$ cat src/rtl/pipe_ctrl_pkg.sv
// Shared types and constants for the pipeline hazard sequencer.
package pipe_ctrl_pkg;

  typedef enum logic [1:0] {
    RUN      = 2'd0,
    MEM_WAIT = 2'd1
  } hz_state_e;

  localparam logic [4:0]  REG_X0              = 5'd0;
  localparam int unsigned MEM_TIMEOUT_DEFAULT = 64;

endpackage

$ cat src/rtl/hazard_perf_cnt.sv
// Bank of saturating event counters; each counter advances by one when its inc bit is set.
module hazard_perf_cnt #(
  parameter int unsigned NumCnt = 3,
  parameter int unsigned CNT_W  = 32
) (
  input  logic                          clk,
  input  logic                          reset,
  input  logic [NumCnt-1:0]             inc,
  output logic [NumCnt-1:0][CNT_W-1:0]  cnt
);

  logic [NumCnt-1:0][CNT_W-1:0] cnt_q, cnt_d;

  always_comb begin
    cnt_d = cnt_q;
    for (int i = 0; i < NumCnt; i++) begin
      if (inc[i] && (cnt_q[i] != '1)) begin
        cnt_d[i] = cnt_q[i] + CNT_W'(1);
      end
    end
  end

  always_ff @(posedge clk or posedge reset) begin
    if (reset) begin
      cnt_q <= '0;
    end else begin
      cnt_q <= cnt_d;
    end
  end

  assign cnt = cnt_q;

endmodule

$ cat src/rtl/pipe_hazard_ctrl.sv
// Stall/flush sequencer for the 5-stage pipeline: memory waits, EX redirects, load-use bubbles.
// Optional perf counters are built when PIPE_HAZARD_CNT_EN is defined; otherwise cnt_* read 0.
module pipe_hazard_ctrl
  import pipe_ctrl_pkg::*;
#(
  parameter int unsigned MEM_TIMEOUT = MEM_TIMEOUT_DEFAULT,
  parameter int unsigned CNT_W       = 32
) (
  input  logic             clk,
  input  logic             reset,
  input  logic [4:0]       id_rs1,
  input  logic [4:0]       id_rs2,
  input  logic             id_use_rs1,
  input  logic             id_use_rs2,
  input  logic [4:0]       ex_rd,
  input  logic             ex_memread,
  input  logic             ex_redirect,
  input  logic             dmem_req,
  input  logic             dmem_ready,
  output logic             pc_en,
  output logic             if_id_en,
  output logic             id_ex_en,
  output logic             ex_mem_en,
  output logic             mem_wb_en,
  output logic             if_id_flush,
  output logic             id_ex_flush,
  output logic             mem_wb_bubble,
  output logic             mem_err,
  output logic [CNT_W-1:0] cnt_lu,
  output logic [CNT_W-1:0] cnt_mw,
  output logic [CNT_W-1:0] cnt_fl
);

  localparam int unsigned      WaitW   = $clog2(MEM_TIMEOUT + 1);
  localparam logic [WaitW-1:0] WaitMax = WaitW'(MEM_TIMEOUT);

  hz_state_e        state_q, state_d;
  logic [WaitW-1:0] wait_cnt_q, wait_cnt_d;
  logic             mem_err_q, mem_err_d;
  logic             mem_done, timeout, load_use;
  logic             do_stall, do_redirect, do_lu;

  always_comb begin
    mem_done = dmem_req && dmem_ready;
    // A timeout counts as a release only if the memory has not answered on that same cycle.
    timeout  = (state_q == MEM_WAIT) && (wait_cnt_q == WaitMax) && !mem_done;
    load_use = ex_memread && (ex_rd != REG_X0) &&
               ((id_use_rs1 && (id_rs1 == ex_rd)) || (id_use_rs2 && (id_rs2 == ex_rd)));

    unique case (state_q)
      MEM_WAIT: do_stall = !mem_done && !timeout;
      default:  do_stall = dmem_req && !dmem_ready;
    endcase

    do_redirect = !do_stall && ex_redirect;
    do_lu       = !do_stall && !ex_redirect && load_use;

    state_d    = do_stall ? MEM_WAIT : RUN;
    wait_cnt_d = '0;
    if (do_stall) begin
      wait_cnt_d = (wait_cnt_q == WaitMax) ? wait_cnt_q : wait_cnt_q + WaitW'(1);
    end
    mem_err_d = mem_err_q || timeout;
  end

  always_comb begin
    pc_en         = 1'b1;
    if_id_en      = 1'b1;
    id_ex_en      = 1'b1;
    ex_mem_en     = 1'b1;
    mem_wb_en     = 1'b1;
    if_id_flush   = 1'b0;
    id_ex_flush   = 1'b0;
    mem_wb_bubble = 1'b0;
    if (reset) begin
      {pc_en, if_id_en, id_ex_en, ex_mem_en, mem_wb_en} = '0;
      {if_id_flush, id_ex_flush, mem_wb_bubble}         = '1;
    end else if (do_stall) begin
      {pc_en, if_id_en, id_ex_en, ex_mem_en, mem_wb_en} = '0;
      mem_wb_bubble = 1'b1;
    end else if (do_redirect) begin
      if_id_flush = 1'b1;
      id_ex_flush = 1'b1;
    end else if (do_lu) begin
      pc_en       = 1'b0;
      if_id_en    = 1'b0;
      id_ex_flush = 1'b1;
    end
  end

  always_ff @(posedge clk or posedge reset) begin
    if (reset) begin
      state_q    <= RUN;
      wait_cnt_q <= '0;
      mem_err_q  <= 1'b0;
    end else begin
      state_q    <= state_d;
      wait_cnt_q <= wait_cnt_d;
      mem_err_q  <= mem_err_d;
    end
  end

  assign mem_err = mem_err_q;

`ifdef PIPE_HAZARD_CNT_EN
  logic [2:0]            cnt_inc;
  logic [2:0][CNT_W-1:0] cnt_val;

  assign cnt_inc = {do_redirect, do_stall, do_lu};

  hazard_perf_cnt #(
    .NumCnt (3),
    .CNT_W  (CNT_W)
  ) u_perf_cnt (
    .clk   (clk),
    .reset (reset),
    .inc   (cnt_inc),
    .cnt   (cnt_val)
  );

  assign cnt_lu = cnt_val[0];
  assign cnt_mw = cnt_val[1];
  assign cnt_fl = cnt_val[2];
`else
  assign cnt_lu = '0;
  assign cnt_mw = '0;
  assign cnt_fl = '0;
`endif

endmodule
$ cat config.mk
export PLATFORM = sky130hd
export DESIGN_NAME = pipe_hazard_ctrl
export DESIGN_NICKNAME = d
export VERILOG_FILES = /design/src/rtl/pipe_ctrl_pkg.sv /design/src/rtl/hazard_perf_cnt.sv /design/src/rtl/pipe_hazard_ctrl.sv
export SDC_FILE = /design/constraint.sdc
export NUM_CORES = 1
export LEC_CHECK = 0
export BUFFER_PORTS_ARGS = -buffer_cell sky130_fd_sc_hd__buf_2
export CORE_MARGIN = 5
export CORE_UTILIZATION = 31
export CTS_CLUSTER_DIAMETER = 120
export CTS_CLUSTER_SIZE = 28
export DETAILED_ROUTE_END_ITERATION = 6
export HOLD_SLACK_MARGIN = 0.03
export PLACE_DENSITY = 0.7
export SLEW_MARGIN = 5
export SYNTH_ARGS = -nofsm -noshare
export SYNTH_HDL_FRONTEND = slang
export SYNTH_SLANG_ARGS = --single-unit
$ cat constraint.sdc
create_clock -name clk -period 3.62 [get_ports clk]
set_input_delay 0.181 -clock clk [delete_from_list [all_inputs] [get_ports clk]]
set_output_delay 0.181 -clock clk [all_outputs]
set_load 0.01 [all_outputs]
# Yosys cells after proc, flatten, opt, wreduce, memory -nomap -nowiden
# Cells that the tools add are included.
[totals]
elab_cells = 48
register_bits = 9
inputBits = 23
output_inout_bits = 105
[op_classes]
n_mux = 19
eq_ne = 5
addsub = 1
reduce_logical = 20
[ops]
columns = ["operator", "count"]
rows = [
  ["$mux 1", 17],
  ["$mux 7", 2],
  ["$logic_and 1x1->1", 12],
  ["$eq 5x5->1", 2],
  ["$add 7x1->7 const B", 1],
  ["$eq 7x7->1 const B", 1],
  ["$logic_not 1->1", 5],
  ["$reduce_bool 5->1", 1],
  ["$logic_or 1x1->1", 2],
  ["$ne 2x2->1 const B", 1],
  ["$eq 1x1->1 const B", 1],
]

# Logic depth before layout (Yosys ltp)
# Gate-level depths: netlist of the first run.
[depth]
depth_word = 13
depth_mapped = 8
depth_no_buf = 6

# Worst setup path before layout of the first run
# Ideal clock, no wire load.
[synth_path]
path_kind = "flip-flop to output port"
startpoint = "register wait_cnt_q[3]"
endpoint = "output port pc_en"
path_buffers = 2
arrival_time_ps = 1671
path_slack_ps = 1768
path_stages_with_launch = 7
cell_sequence = "dfrtp_1 nor4_2 a311o_1 buf_6 nand2_1 a21oi_1 buf_4"
[synth_via]
elab_chain_cells = 13
word_cells_on_any_way = 14
cone_classes = "eq/ne: 1; mux: 5; reduce/logical: 8"
[synth_rtl]
columns = ["element", "line", "rtl"]
rows = [
  ["start: declaration", "pipe_hazard_ctrl.sv:38", "logic [WaitW-1:0] wait_cnt_q, wait_cnt_d;"],
  ["start signal: assignment", "pipe_hazard_ctrl.sv:98", "wait_cnt_q <= wait_cnt_d;"],
  ["$eq 7x7->1 *", "pipe_hazard_ctrl.sv:46", "timeout = (state_q == MEM_WAIT) && (wait_cnt_q == WaitMax) && !mem_done;"],
  ["$logic_and 1x1->1 * (2 in series)", "pipe_hazard_ctrl.sv:46", ""],
  ["$logic_not 1->1 *", "pipe_hazard_ctrl.sv:51", "MEM_WAIT: do_stall = !mem_done && !timeout;"],
  ["$logic_and 1x1->1 *", "pipe_hazard_ctrl.sv:51", ""],
  ["$mux 1 *", "pipe_hazard_ctrl.sv:50", "unique case (state_q)"],
  ["$logic_not 1->1", "pipe_hazard_ctrl.sv:55, pipe_hazard_ctrl.sv:56", ""],
  ["$logic_and 1x1->1 (2 in series)", "pipe_hazard_ctrl.sv:56", "do_lu = !do_stall && !ex_redirect && load_use;"],
  ["$mux 1 (2 in series)", "-", ""],
  ["$mux 1 * (2 in series)", "-", ""],
  ["end: declaration", "pipe_hazard_ctrl.sv:20", "output logic pc_en,"],
]
# Mark *: on every way between the ends. The rest lies on a longest branch, timed or not.

# Worst setup path after layout of the first run
[layout_path]
startpoint = "register wait_cnt_q[0]"
endpoint = "output port id_ex_flush"
[layout_via]
elab_chain_cells = 13
word_cells_on_any_way = 14
cone_classes = "eq/ne: 1; mux: 5; reduce/logical: 8"
[layout_rtl]
columns = ["element", "line", "rtl"]
rows = [
  ["$eq 7x7->1 *", "pipe_hazard_ctrl.sv:46", ""],
  ["$logic_and 1x1->1 * (2 in series)", "pipe_hazard_ctrl.sv:46", ""],
  ["$logic_not 1->1 *", "pipe_hazard_ctrl.sv:51", ""],
  ["$logic_and 1x1->1 *", "pipe_hazard_ctrl.sv:51", ""],
  ["$mux 1 *", "pipe_hazard_ctrl.sv:50", ""],
  ["$logic_not 1->1", "pipe_hazard_ctrl.sv:55, pipe_hazard_ctrl.sv:56", ""],
  ["$logic_and 1x1->1 (2 in series)", "pipe_hazard_ctrl.sv:56", ""],
  ["$mux 1", "pipe_hazard_ctrl.sv:84", "end else if (do_lu) begin"],
  ["$mux 1", "pipe_hazard_ctrl.sv:81", "end else if (do_redirect) begin"],
  ["$mux 1 *", "pipe_hazard_ctrl.sv:78", "end else if (do_stall) begin"],
  ["$mux 1 *", "pipe_hazard_ctrl.sv:75", "if (reset) begin"],
  ["end: declaration", "pipe_hazard_ctrl.sv:26", "output logic id_ex_flush,"],
]
# Marks and branches as above.

==> results of run 1 <==
-- logic make-up (layout without fill, tap and decap cells) --
group / count (synthesis) / in the layout / synth area share, %
buffers and inverters: 105 / 41 / 56.7
and+or+nand+nor: 28 / 28 / 10.3
xor gates and xnor gates: 15 / 15 / 9.64
DFF: 9 / 9 / 16.5
AOI/OAI and AO/OA: 8 / 8 / 3.95
adders and majority gates: 2 / 2 / 1.84
other: 1 / 96 / 0.275
muxes: 1 / 1 / 0.735
-- per-stage QoR --
stage	setup slack [ns]	utilization, %	instances	cell area (um^2)
3_5_place_dp	1.67	27.6	247	1180
6_report	1.41	28.9	252	1240
5_1_grt	1.23	28.9	252	1240
4_1_cts	1.40	28.9	252	1240
3_3_place_gp	1.71	27.6	247	1180
2_1_floorplan	1.77	-	264	1720
-- cell type report --
type                            count  area (um^2)
Fill cell                         467         3050
Multi-Input combinational cell    150          721
Sequential cell                     9          225
Timing Repair Buffer               32          165
Tap cell                           52         65.1
Clock buffer                        4         45.0
Inverter                            5         18.8
-- routing by layer --
metal / wire, um / vias up
li1: - / 391
met1: 680 / 336
met2: 1060 / 81
met3: 407 / 4
met4: 29 / 0
met5: 0 / -
-- cells in the mapped netlist (2+ instances only) --
library cell | number | area share (%)
buf_4 | 99 | 55
xnor2_1 | 13 | 8.4
nor2_1 | 10 | 2.8
dfrtp_1 | 9 | 17
nand2_1 | 6 | 1.7
inv_1 | 5 | 1.4
nand3_1 | 3 | 1.1
a21o_1 | 2 | 1.1
a21oi_1 | 2 | 0.73
and2_1 | 2 | 0.92
ha_1 | 2 | 1.8
nand4_1 | 2 | 0.92
xor2_1 | 2 | 1.3
-- timing repair --
action,CTS,global route
hold endpoints to repair,9,0
gates resized for setup,0,0
hold buffers,1,0
-- power by group --
group	switching [uW]	internal, uW
clock	42.2	77.0
sequential	12.6	112
combinational	85.8	40.1
-- flip-flops by register name (all words and copies together), names as in the netlist --
signal / cells
mem_err: 1
state_q: 1
wait_cnt_q: 7
-- worst paths after layout --
check                               from             to  slack, ns  cells after the start
max reg2reg                wait_cnt_q[0]  wait_cnt_q[2]       2.08                      5
min in group asynchronous          reset  wait_cnt_q[1]       0.48                      3
min                           dmem_ready        mem_err       0.27                      3
max                        wait_cnt_q[0]    id_ex_flush       1.41                      7
min reg2reg                      mem_err        mem_err       0.46                      1
max in group asynchronous          reset  wait_cnt_q[5]       2.87                      3
-- worst max-delay path, stage by stage (launching register included) --
cell,delay [ns]
dfrtp_1,0.41
inv_1,0.07
ha_1,0.19
and2_1,0.17
a311o_1,0.45
a21o_1,0.24
a21o_1,0.14
buf_2,0.13
==> results.json, run 1 <==
{
  "critPathKind": "register to primary output",
  "grt_pass1_vias": 765,
  "synth_flop_cell": "dfrtp_1",
  "ys_warn_count": 0,
  "first_iter_violations": 28,
  "timing.final.crit_share_pct": 61.1,
  "synth_cell_types": 25,
  "drt_pass1_iterations": 2,
  "cts_tree": "built",
  "use_met1_pct": 6.79,
  "max_freq_ghz": 0.452,
  "final.setup_skew_ns": 0.00104,
  "synthArstFlopShare_pct": 100,
  "gr-usage-met3_pct": 2.72,
  "post_cts_buffers": 0,
  "hold_class": "primary input to register",
  "vias": 812,
  "synth_edf_count": 0,
  "clk_pin_slew_ns": 0.05,
  "grt_pass1_wl_um": 3440,
  "cts_max_level": 1,
  "drc": 0,
  "final_cell_mix": "96 x conb_1, 31 x buf_2, 13 x xnor2_1, 10 x nor2_1, 9 x dfrtp_1",
  "synth_area_um2": 1360,
  "ir_worst_vdd_mv": 0.0821,
  "cp_max_fo": 11,
  "grt_antenna_before_repair": 0,
  "post_drt_via_cell_ratio": 3.22,
  "cp.arrival_ns": 2.03,
  "n_antenna_cell": 0,
  "grt.busiest_layer": "met2",
  "p_leak_uw": 0.000724,
  "final_common_cell": "conb_1",
  "dieArea_um2": 5820,
  "start_util_pct": 31.7,
  "min_period_ns": 2.21,
  "cts_root_buf": "clkbuf_8",
  "core.rowCount": 24,
  "syn_inst": 169,
  "ant_nets": 0,
  "clk_path_buf_depth": 2,
  "status": "completed",
  "crit_path_end_kind": "primary output",
  "io_pins": 128,
  "whs_ns": 0.266,
  "overflow": 0,
  "ys_seq_area_share_pct": 16.5,
  "tns_ns": 0,
  "nets": 226,
  "place_congestion": 0.748,
  "p_per_area_nw_per_um2": 298,
  "ys_ff_latch": 9,
  "grt_max_degree": 12,
  "die_y_um": 76.3,
  "drv_slew": 0,
  "coreArea_um2": 4290,
  "dp_hpwl_um": 1930,
  "worstPathRequired_ns": 3.44,
  "maxCapViolCount": 0,
  "startpoint_type": "register",
  "cts_sinks": 9,
  "cts_made_buffers": 3,
  "wl_per_cell_um": 8.64,
  "die_w_um": 76.3,
  "hold_viol_final": 0,
  "grt_usage_pct": 7.16,
  "met2_usage_pct": 12.0,
  "setup_viol": 0,
  "synth.avg_cell_area_um2": 8.06,
  "clock_latency_ns": 0.23,
  "syn2layout_area_growth_pct": -9.00,
  "grt_setup_unrepaired": "no",
  "drive_above_1_share_pct": 17.5,
  "port_buffers": 31,
  "power_uw": 369,
  "drt-total-wl_um": 2180
}
(Power assumes the default switching activity.)
==> run 2, diff against run 1 <==
--- a/config.mk
+++ b/config.mk
@@ -5,6 +5,7 @@
 export SDC_FILE = /design/constraint.sdc
 export NUM_CORES = 1
 export LEC_CHECK = 0
+export ABC_AREA = 1
 export BUFFER_PORTS_ARGS = -buffer_cell sky130_fd_sc_hd__buf_2
 export CORE_MARGIN = 5
 export CORE_UTILIZATION = 31
==> constraint.sdc (replaced) <==
create_clock -name clk -period 1.98 [get_ports clk]
set_input_delay 0.099 -clock clk [delete_from_list [all_inputs] [get_ports clk]]
set_output_delay 0.099 -clock clk [all_outputs]
set_load 0.01 [all_outputs]
==> run 2 against run 1 <==
Against the previous run: clock power up 75%; critical path depth up 2; via count up 27%; cell count up 19%; synthesized cell count up 27%; sequential share of layout area down 2.0 points; die area up 8.2%; routed wire length up 18%; worst hold slack worse by 0.078 ns; critical path type unchanged; highest routed layer unchanged.
==> results.json, run 2 <==
{
  "status": "completed",
  "synthArstFlopShare_pct": 100,
  "min_period_ns": 1.80,
  "synth_most_common_cell": "buf_4",
  "cts_root_buf": "clkbuf_8",
  "power_uw": 676,
  "timing.final.crit_share_pct": 90.9,
  "clock_latency_ns": 0.23,
  "max_freq_ghz": 0.556,
  "ys_warn_count": 0,
  "yosys.area.top_type_share_pct": 49.8,
  "critPathKind": "register to primary output",
  "met2_usage_pct": 12.6,
  "ys_ff_latch": 9,
  "core.rowCount": 25,
  "die_w_um": 79.4,
  "drive_above_1_share_pct": 18.6,
  "synth_area_um2": 1490,
  "drt-total-wl_um": 2570,
  "grt_pass1_vias": 857,
  "clk_path_buf_depth": 2,
  "dpl.cell_count": 296,
  "ant_nets": 0,
  "yosys-top-cells-area": "buf_4 50%, dfrtp_1 15%, nand2_1 9.1%, inv_1 5.8%, nor2_1 3.8%",
  "start_util_pct": 31.8,
  "cts_sinks": 9,
  "fin_ws_ns": 0.180,
  "largest_reg_flops": 7,
  "grt_pass1_wl_um": 3470,
  "nets": 273,
  "startpoint_type": "register",
  "io_pins": 128,
  "cp_max_fo": 9,
  "first_iter_violations": 11,
  "drv_slew": 0,
  "post_drt_via_cell_ratio": 3.42,
  "synth_top_area_cell": "buf_4",
  "tns_ns": 0,
  "dp_hpwl_um": 2370,
  "hold_viol_final": 0,
  "die_y_um": 79.4,
  "cts_max_level": 1,
  "dieArea_um2": 6300,
  "drc": 0,
  "coreArea_um2": 4690,
  "worstPathRequired_ns": 1.88,
  "ys_seq_area_share_pct": 15.1,
  "wl_per_cell_um": 8.55,
  "cp.arrival_ns": 1.70,
  "p_per_area_nw_per_um2": 486,
  "n_antenna_cell": 0,
  "grt_setup_unrepaired": "no",
  "maxCapViolCount": 0,
  "crit_path_end_kind": "primary output",
  "ir_worst_vdd_mv": 0.422,
  "grt.busiest_layer": "met2",
  "grt_antenna_before_repair": 0,
  "regMostFlops": "wait_cnt_q",
  "dpl_worst_slack_ns": 0.408,
  "synth_flop_cell": "dfrtp_1",
  "use_met1_pct": 7.60,
  "cts_tree": "built",
  "grt_max_degree": 11,
  "p_leak_uw": 0.000891,
  "synth_cell_types": 22,
  "final_cell_mix": "96 x conb_1, 36 x nand2_1, 31 x buf_2, 23 x inv_1, 15 x nor2_1",
  "clk_pin_slew_ns": 0.04,
  "drt_pass1_iterations": 4,
  "syn2layout_area_growth_pct": -6.71,
  "port_buffers": 31,
  "place_congestion": 0.794,
  "ys_top_cells_by_count": "99 x buf_4, 36 x nand2_1, 23 x inv_1",
  "fin_cells": 301,
  "grt_usage_pct": 6.75,
  "overflow": 0,
  "final_common_cell": "conb_1",
  "hold_class": "primary input to register",
  "syn_inst": 215,
  "gr-usage-met3_pct": 1.02,
  "synth.avg_cell_area_um2": 6.94,
  "final.setup_skew_ns": 0.00370,
  "setup_viol": 0,
  "vias": 1030,
  "synth_edf_count": 0,
  "cts_made_buffers": 3,
  "fin_util_pct": 29.7
}
-- run 2: routing by layer --
layer	part of all wire, %	vias to the layer above
li1	-	519
met1	36	444
met2	53	63
met3	10	4
met4	0.97	0
met5	0	-
-- run 2: cells by family after synthesis --
family	count (synthesis)	synth area share, %
simple gates	66	20.6
other cells	1	0.251
flops	9	15.1
fa+ha+maj	2	1.68
compound gates	12	5.29
xor+xnor	2	1.17
buf+inv	123	55.9
-- run 2: through the flow --
stage	hold slack [ns]	instance area (um^2)
after CTS	0.182	1380
after floorplan	-0.0418	1850
after global placement	0.131	1330
after global routing	0.191	1390
final	0.188	1390
after detailed placement	0.134	1330
-- run 2: layout make-up --
class,instances,area [um^2]
fill,538,3300
clock buffer,4,45.0
multi-input combinational,178,798
tap,54,67.6
inverter,24,90.1
sequential,9,225
timing repair buffer,32,165
-- run 2: final timing paths --
check / startpoint / endpoint / slack (ns) / cells after the start
worst min-delay path: dmem_ready / mem_err / 0.19 / 4
worst min register to register: mem_err / mem_err / 0.47 / 1
max in group asynchronous: reset / wait_cnt_q[5] / 1.24 / 3
min in group asynchronous: reset / wait_cnt_q[1] / 0.43 / 3
worst max register to register: wait_cnt_q[0] / wait_cnt_q[2] / 0.61 / 9
worst max-delay path: wait_cnt_q[0] / if_id_en / 0.18 / 9
-- run 2: report_power, final --
part / switching, uW / internal (uW)
registers: 21.0 / 202
clock network: 68.5 / 140
logic: 179 / 66.1
total: 268 / 408
-- run 2: what timing repair did --
action                                  in CTS  in global routing
hold buffers                                 1                  0
endpoints found under the setup margin       0                  2
gates resized for setup                      0                  1
setup buffers                                0                  0
hold endpoints to repair                     9                  0
-- run 2: worst max-delay path, stage by stage, from the launching register on --
cell,delay (ns)
dfrtp_1,0.40
inv_1,0.10
ha_1,0.15
nand2_1,0.05
inv_1,0.13
nand4_4,0.15
nand2_8,0.14
nand2_4,0.06
a21oi_2,0.13
buf_2,0.15
